$ cat src/rtl/conv_stream_feeder.sv
`timescale 1ns/1ps
// conv_stream_feeder
// Holds one N-sample x vector and one M-tap f vector, loaded over a byte-wide
// load port. On start it replays both vectors num_iters times on two
// independent valid/ready streams that feed the convolver x and f inputs.
// Optional build macro: CONV_FEEDER_STALL_CNT_EN adds the stall_cycles output.
//
// state    | meaning
// ---------+-----------------------------------------------------------
// S_IDLE   | buffers loadable/clearable, streams idle, waiting for start
// S_STREAM | replaying x and f frames, load port closed
module conv_stream_feeder #(
    parameter int N  = 128,
    parameter int M  = 32,
    parameter int W  = 8,
    parameter int IW = 16
) (
    input  logic          clk,
    input  logic          reset,
    input  logic          ld_valid,
    output logic          ld_ready,
    input  logic          ld_sel,
    input  logic [W-1:0]  ld_data,
    input  logic          clear,
    input  logic          start,
    input  logic [IW-1:0] num_iters,
    output logic          busy,
    output logic          done,
    output logic [W-1:0]  m_data_x,
    output logic          m_valid_x,
    input  logic          m_ready_x,
    output logic [W-1:0]  m_data_f,
    output logic          m_valid_f,
    input  logic          m_ready_f
`ifdef CONV_FEEDER_STALL_CNT_EN
    ,
    output logic [31:0]   stall_cycles
`endif
);

    // index widths address the buffers, count widths must also hold N / M
    localparam int XAW = (N > 1) ? $clog2(N) : 1;
    localparam int XCW = $clog2(N + 1);
    localparam int FAW = (M > 1) ? $clog2(M) : 1;
    localparam int FCW = $clog2(M + 1);

    localparam logic [XCW-1:0] N_CNT  = XCW'(N);
    localparam logic [FCW-1:0] M_CNT  = FCW'(M);
    localparam logic [XAW-1:0] N_LAST = XAW'(N - 1);
    localparam logic [FAW-1:0] M_LAST = FAW'(M - 1);

    typedef enum logic {
        S_IDLE,
        S_STREAM
    } state_t;

    state_t          state;
    logic [W-1:0]    x_mem [N];
    logic [W-1:0]    f_mem [M];
    logic [XCW-1:0]  x_wr;
    logic [FCW-1:0]  f_wr;
    logic [XAW-1:0]  x_rd;
    logic [FAW-1:0]  f_rd;
    logic [IW-1:0]   x_iter;
    logic [IW-1:0]   f_iter;
    logic [IW-1:0]   iters;
    logic            x_fin;
    logic            f_fin;

    logic            loaded;
    logic            ld_fire;
    logic            start_ok;
    logic            x_hs;
    logic            f_hs;
    logic            x_last;
    logic            f_last;
    logic            x_last_frame;
    logic            f_last_frame;
    logic            x_fin_nx;
    logic            f_fin_nx;
    logic            all_fin;
    logic [XAW-1:0]  x_rd_inc;
    logic [FAW-1:0]  f_rd_inc;

    assign loaded   = (x_wr == N_CNT) && (f_wr == M_CNT);
    assign busy     = (state == S_STREAM);

    // ld_ready is gated by reset so the port reads closed while reset is held
    assign ld_ready = reset && (state == S_IDLE) && !clear &&
                      (ld_sel ? (f_wr < M_CNT) : (x_wr < N_CNT));
    assign ld_fire  = ld_valid && ld_ready;

    assign start_ok = (state == S_IDLE) && start && !clear && loaded;

    assign x_hs         = m_valid_x && m_ready_x;
    assign f_hs         = m_valid_f && m_ready_f;
    assign x_last       = (x_rd == N_LAST);
    assign f_last       = (f_rd == M_LAST);
    assign x_last_frame = (x_iter == (iters - IW'(1)));
    assign f_last_frame = (f_iter == (iters - IW'(1)));
    assign x_fin_nx     = x_fin || (x_hs && x_last && x_last_frame);
    assign f_fin_nx     = f_fin || (f_hs && f_last && f_last_frame);
    assign all_fin      = (state == S_STREAM) && x_fin_nx && f_fin_nx;
    assign x_rd_inc     = x_rd + XAW'(1);
    assign f_rd_inc     = f_rd + FAW'(1);

    // sample buffers: plain storage, contents survive done and clear
    always_ff @(posedge clk) begin
        if (ld_fire && !ld_sel) begin
            x_mem[x_wr[XAW-1:0]] <= ld_data;
        end
        if (ld_fire && ld_sel) begin
            f_mem[f_wr[FAW-1:0]] <= ld_data;
        end
    end

    // write pointers: advance on accepted load words, rewind on clear in IDLE
    always_ff @(posedge clk or negedge reset) begin
        if (!reset) begin
            x_wr <= '0;
            f_wr <= '0;
        end else if ((state == S_IDLE) && clear) begin
            x_wr <= '0;
            f_wr <= '0;
        end else if (ld_fire) begin
            if (ld_sel) begin
                f_wr <= f_wr + FCW'(1);
            end else begin
                x_wr <= x_wr + XCW'(1);
            end
        end
    end

    // control FSM with both registered output streams
    always_ff @(posedge clk or negedge reset) begin
        if (!reset) begin
            state     <= S_IDLE;
            done      <= 1'b0;
            iters     <= IW'(1);
            x_rd      <= '0;
            f_rd      <= '0;
            x_iter    <= '0;
            f_iter    <= '0;
            x_fin     <= 1'b0;
            f_fin     <= 1'b0;
            m_valid_x <= 1'b0;
            m_valid_f <= 1'b0;
            m_data_x  <= '0;
            m_data_f  <= '0;
        end else begin
            done <= 1'b0;
            case (state)
                S_IDLE: begin
                    if (start_ok) begin
                        state     <= S_STREAM;
                        iters     <= (num_iters == '0) ? IW'(1) : num_iters;
                        x_rd      <= '0;
                        f_rd      <= '0;
                        x_iter    <= '0;
                        f_iter    <= '0;
                        x_fin     <= 1'b0;
                        f_fin     <= 1'b0;
                        m_valid_x <= 1'b1;
                        m_valid_f <= 1'b1;
                        m_data_x  <= x_mem[0];
                        m_data_f  <= f_mem[0];
                    end
                end
                S_STREAM: begin
                    if (x_hs) begin
                        if (!x_last) begin
                            x_rd     <= x_rd_inc;
                            m_data_x <= x_mem[x_rd_inc];
                        end else if (!x_last_frame) begin
                            x_rd     <= '0;
                            x_iter   <= x_iter + IW'(1);
                            m_data_x <= x_mem[0];
                        end else begin
                            m_valid_x <= 1'b0;
                            x_fin     <= 1'b1;
                        end
                    end
                    if (f_hs) begin
                        if (!f_last) begin
                            f_rd     <= f_rd_inc;
                            m_data_f <= f_mem[f_rd_inc];
                        end else if (!f_last_frame) begin
                            f_rd     <= '0;
                            f_iter   <= f_iter + IW'(1);
                            m_data_f <= f_mem[0];
                        end else begin
                            m_valid_f <= 1'b0;
                            f_fin     <= 1'b1;
                        end
                    end
                    if (all_fin) begin
                        state <= S_IDLE;
                        done  <= 1'b1;
                    end
                end
                default: begin
                    state <= S_IDLE;
                end
            endcase
        end
    end

`ifdef CONV_FEEDER_STALL_CNT_EN
    // count STREAM cycles where either stream is back-pressured, saturating
    always_ff @(posedge clk or negedge reset) begin
        if (!reset) begin
            stall_cycles <= '0;
        end else if (start_ok) begin
            stall_cycles <= '0;
        end else if ((state == S_STREAM) &&
                     ((m_valid_x && !m_ready_x) || (m_valid_f && !m_ready_f)) &&
                     (stall_cycles != 32'hFFFF_FFFF)) begin
            stall_cycles <= stall_cycles + 32'd1;
        end
    end
`endif

endmodule

$ cat config.mk
export PLATFORM = sky130hd
export DESIGN_NAME = conv_stream_feeder
export DESIGN_NICKNAME = d
export VERILOG_FILES = /design/src/rtl/conv_stream_feeder.sv
export SDC_FILE = /design/constraint.sdc
export NUM_CORES = 2
export LEC_CHECK = 0
export BUFFER_PORTS_ARGS = -buffer_cell sky130_fd_sc_hd__buf_2
export CAP_MARGIN = 20
export CELL_PAD_IN_SITES_DETAIL_PLACEMENT = 1
export CELL_PAD_IN_SITES_GLOBAL_PLACEMENT = 1
export CORE_MARGIN = 2
export CORE_UTILIZATION = 45
export CTS_CLUSTER_DIAMETER = 200
export DETAILED_ROUTE_END_ITERATION = 10
export PLACE_DENSITY_LB_ADDON = 0.1
export SLEW_MARGIN = 20
export SYNTH_ARGS = -nofsm -noshare
export SYNTH_HDL_FRONTEND = slang
export SYNTH_SLANG_ARGS = --single-unit
$ cat constraint.sdc
create_clock -name clk -period 6.25 [get_ports clk]
set_input_delay 0 -clock clk [delete_from_list [all_inputs] [get_ports clk]]
set_output_delay 0 -clock clk [all_outputs]
set_load 0.05 [all_outputs]
# Word level (Yosys, flattened, before mapping)

Memory sizes are Yosys's and may differ from the RTL's.
Index checks and enable logic that the tools add are counted.
W data, S select, Z words.

Bits in registers: 96
Memory bits (writable): 1,280
Bits of input ports: 32
Output and inout port bits: 21
Memories kept: 2

Add/subtract/negate cells: 7
Order comparisons: 2
Equal/unequal tests: 18
Multiplexer cells: 64
Bitwise gates (word level): 1
Reductions and logical operators: 35

Memory list:

| memory | words | width | read ports | clocked after Yosys merged registers in | wr ports | RTL line | text |
|---|---|---|---|---|---|---|---|
| x_mem  | 128   | 8     | 2          | 0                                       | 1        | 58       | `logic [W-1:0] x_mem [N];` |
| f_mem  | 32    | 8     | 2          | 0                                       | 1        | 59       | `logic [W-1:0] f_mem [M];` |

Operator list:

| kind                    | number |
|---|---|
| $mux W16                | 8 |
| $mux W8                 | 11 |
| $pmux W16 S2            | 2 |
| $add A16 B1 Y16 const B | 2 |
| $eq A16 B16 Y1          | 2 |
| $pmux W8 S2             | 2 |
| $mux W7                 | 4 |
| $mux W1                 | 23 |
| $mux W5                 | 4 |
| $logic_and A1 B1 Y1     | 19 |
| $mux W6                 | 3 |
| $logic_not A16 Y1       | 1 |
| $reduce_and A4 Y1       | 4 |
| $sub A16 B1 Y16 const B | 1 |
| $ne A2 B1 Y1 const B    | 7 |
| $pmux W7 S2             | 1 |
| $pmux W1 S2             | 5 |
| $pmux W5 S2             | 1 |
| $add A8 B1 Y8 const B   | 1 |
| $eq A8 B8 Y1 const B    | 1 |
| $lt A8 B8 Y1 const B    | 1 |
| $add A7 B1 Y7 const B   | 1 |
| $eq A7 B7 Y1 const B    | 1 |
| $add A6 B1 Y6 const B   | 1 |
| 12 further kinds        | 21 |

# Logic depth before layout (Yosys ltp)

Depth in word-level cells: 8
Gate-level depth with buffers: 13
Depth with buffers taken out: 10

# Least setup slack after synthesis

OpenSTA, ideal clock, no wires.

Path type: reg2reg
Start point: register iters[0]
End point: register m_data_f[1]
Arrival time: 3.486 ns
Data required time: 6.122 ns
Setup slack: 2.637 ns
Cell stages (with the launch flop): 13
Buffers on the path: 2
Clock period less this slack: 3.613 ns
Cells stage by stage: dfstp_2 > inv_1 > ha_1 > or4b_1 > buf_2 > or3_1 > and3_1 > or4_1 > or4_4 > nor2_2 > a31o_2 > buf_6 > mux2_1

Longest elaborated chain between the ends: 4

Ends and longest elaborated chain:

| element                     | RTL line | text |
|---|---|---|
| start, declared             | 66       | `logic [IW-1:0] iters;` |
| start signal, assigned      | 156      | `iters <= (num_iters == '0) ? IW'(1) : num_iters;` |
| $sub A16 B1 Y16             | 100      | `assign f_last_frame = (f_iter == (iters - IW'(1)));` |
| $eq A16 B16 Y1              | 100      |  |
| $ne A3 B3 Y1 (no line)      | n/a      |  |
| $reduce_and A3 Y1 (no line) | n/a      |  |
| end signal, assigned        | 166      | `m_data_f <= f_mem[0];` |
| end signal, assigned        | 186      | `m_data_f <= f_mem[f_rd_inc];` |
| end signal, assigned        | 190      | `m_data_f <= f_mem[0];` |
| end, declared               | 32       | `output logic [W-1:0] m_data_f,` |

No other way between the ends.
A chain may end at the register's enable or synchronous reset.

# Worst setup path in the final report

Start point: register iters[1]
End point: register x_rd[3]

Longest elaborated chain between the ends: 4

Ends and longest elaborated chain:

| element                     | RTL line | text |
|---|---|---|
| $sub A16 B1 Y16             | 99       | `assign x_last_frame = (x_iter == (iters - IW'(1)));` |
| $eq A16 B16 Y1              | 99       |  |
| $ne A3 B3 Y1 (no line)      | n/a      |  |
| $reduce_and A3 Y1 (no line) | n/a      |  |
| end signal, assigned        | 172      | `x_rd <= x_rd_inc;` |
| end, declared               | 62       | `logic [XAW-1:0] x_rd;` |

No other way between the ends.

==> impl_metrics.ini <==
[floorplan]
start_util = 0.4522
rows = 129
die_x_um = 356.3
die_h_um = 356.3
core_um2 = 123500
ios = 53
die-area_um2 = 126900

[clocking]
cts_sinks = 1376
h-tree-depth = 4
post_cts_buffers = 0
root_buffer = clkbuf_16
cts_tree = done
clk_latency_ns = 0.75
cts.clk_slew.worst_paths_ns = 0.06
clock_path_buffers = 3
cts_buffers = 146

[timing]
max_freq_mhz = 226.7
tns_ns = 0
setup_viol = 0
clock_skew_ns = 0.02292
max_slew.worst_pin.slew_ns = 1.131
relSlewSlack = 0.2434
finalHoldViolations = 0
post-route-period-util = 0.7058
slew_violations = 0
rsz0062_at_grt = false
post-route-min-period_ns = 4.411
fin_ws_ns = 1.839

[setup_path]
critPathCaptureType = flip-flop
crit_path_cell_trace = inv_1 > ha_1 > or4b_1 > nor4_1 > xnor2_1 > o22ai_1 > nor4_4 > a31oi_4 > or2_1 > mux2_4
path_max_fanout = 15
crit_type = reg2reg
cp_data_arrival_time_ns = 5.03
crit_buf_inv = 1
start_kind = flip-flop
crit_required_ns = 6.87
critPathMaxStageDelay_ns = 0.65
crit_slowest_cell = or4b_1
crit_family = simple AND/OR/NAND/NOR gates

[logic_synthesis]
seq_area_frac_synth = 0.7314
netlist_area_um2 = 55840
synthArstFlopShare = 0.06977
synth_compound_area_frac = 0.03588
ys_ff_latch = 1376
yosys.area_share.simple = 0.06351
synth_mux_area_frac = 0.1427
synth_fa_ha_area_frac = 0.002689
synth_largest_area_cell = edfxtp_1
synthTopCellsByArea = edfxtp_1, mux4_2, dfrtp_1, mux2i_1, nand2_1
yosys.area.top_type_share = 0.6884
synthCells = 3120
synth_ff_type = edfxtp_1
yosysMostFrequentCell = edfxtp_1
synthDistinctLibCells = 86
syn_nets = 3164
synth-edff-count = 1280
synth_xor_area_frac = 0.008739
ys_top_cells_by_count = edfxtp_1, mux4_2, nand2_1
yosys_warnings = 0
synth.avg_cell_area_um2 = 17.90
synth_top_family_by_area = multiplexers

[layout]
final_area_um2 = 63200
nFillCells = 11258
drive_above_1_share = 0.1951
area_growth_pct = 13.19
regArea_um2 = 40850
finalNetCount = 3292
multi_input_area_um2 = 14290
final_util = 0.5119

[placed_design]
io_buffer_count = 52
hpwlAfterDp_um = 90080
post-place-ws_ns = 1.923
place_area_um2 = 58060
place_congestion = 0.9087

[global_routing]
grt_max_degree = 114
grt_pass1_wl_um = 218800
grt.overflow.total = 0
antenna_found_initial = 3
grt_pass1_vias = 31651
track_usage = 0.2352

[status]
status = finished, final reports clean

[pwr]
p_per_area_nw_per_um2 = 295.9
p_leak_uw = 0.01980
p_total_uw = 18700
irDropWorstVdd_uv = 232.5

[route]
detail-route-antenna-nets = 0
drtPass1Iterations = 5
wl_um = 147300
first_iter_violations = 2853
via_per_inst = 5.976
drc = 0
vias = 29857
routedWlPerCell_um = 29.49

[flow_run]
cap_violations = 0

[min_path]
hold_path.class = in2reg
## area by class of cell
class,count,area share
repair buffers,162,0.02108
multi-input cells,1543,0.2261
flip-flops and latches,1376,0.6463
well taps,1637,0.03241
diodes,1,0.00003959
inverters,19,0.001128
clock buffers,186,0.06252
clock inverters,72,0.01037
## where the power goes
part / total, µW / leakage [µW] / switching, µW / internal, µW
sequential: 10100 / 0.0128 / 1.99 / 10100
combinational: 222 / 0.00475 / 182 / 39.9
clock: 8410 / 0.00225 / 3560 / 4850
## kinds of logic after synthesis
family,Yosys count
multiplexers,428
AND/OR/NAND/NOR,768
XOR/XNOR,51
AO/OA/AOI/OAI,284
buffers and inverters,201
adder cells (fa/ha/maj),12
flip-flops,1376
## per-layer routing
layer  wire [µm]  track usage
met5          26            0
met4        2892      0.05941
met3        7823      0.03611
met2       72420       0.3837
met1       64180       0.3337
## sequential cells by signal, indices dropped and copies added, names as in the netlist, 5 cells and up
name	count
x_mem	1024
f_mem	256
f_iter	16
iters	16
x_iter	16
m_data_f	8
m_data_x	8
x_wr	8
x_rd	7
f_wr	6
f_rd	5
## final timing paths
check                                   startpoint                 endpoint  slack [ns]  cells past startpoint
setup / recovery              iters[1]$_DFFE_PN0P_      x_rd[3]$_DFFE_PN0P_        1.84                     10
hold / removal                               start    x_iter[5]$_DFFE_PN0P_        0.09                      5
setup reg to reg              iters[1]$_DFFE_PN0P_      x_rd[3]$_DFFE_PN0P_        1.84                     10
hold reg to reg            m_data_f[1]$_DFFE_PN0P_  m_data_f[1]$_DFFE_PN0P_        0.50                      1
max in group asynchronous                    reset      x_rd[0]$_DFFE_PN0P_        5.07                      4
min in group asynchronous                    reset     iters[0]$_DFFE_PN1P_        0.39                      3
## placed cells by master, fill, tap and decap left out, drive strengths merged, types with 14 or more instances in the layout
master       count
a21oi           49
a221oi          26
a31oi           29
and2            14
and3            24
buf            116
clkbuf         186
clkinv          54
dfrtp           95
dlygate4sd3     46
edfxtp        1280
inv             26
mux2            17
mux2i          119
mux4           292
nand2          281
nand3           85
nand4           44
nor2           212
nor2b           14
nor3            20
o21ai           60
or3             17
xnor2           29
xor2            19
## worst register-to-register path: stages (launching register included)
cell     delay (ns)
dfrtp_1        0.40
inv_1          0.10
ha_1           0.27
or4b_1         0.65
nor4_1         0.66
xnor2_1        0.24
o22ai_1        0.15
nor4_4         0.56
a31oi_4        0.30
or2_1          0.57
mux2_4         0.40
## per-stage QoR
stage	hold WS [ns]	cells
after global routing	0.07442	4995
after detailed placement	0.08234	4686
after global placement	0.06683	4686
after floorplan	-0.2956	3120
final	0.08814	4996
after CTS	0.01565	4991
## what timing repair did
item                                    CTS  global route
hold endpoints to repair                702             0
endpoints found under the setup margin    0             0
hold buffers                             47             0
gates resized for setup                   0             0
No activity file was read; power rests on OpenSTA's default activity.
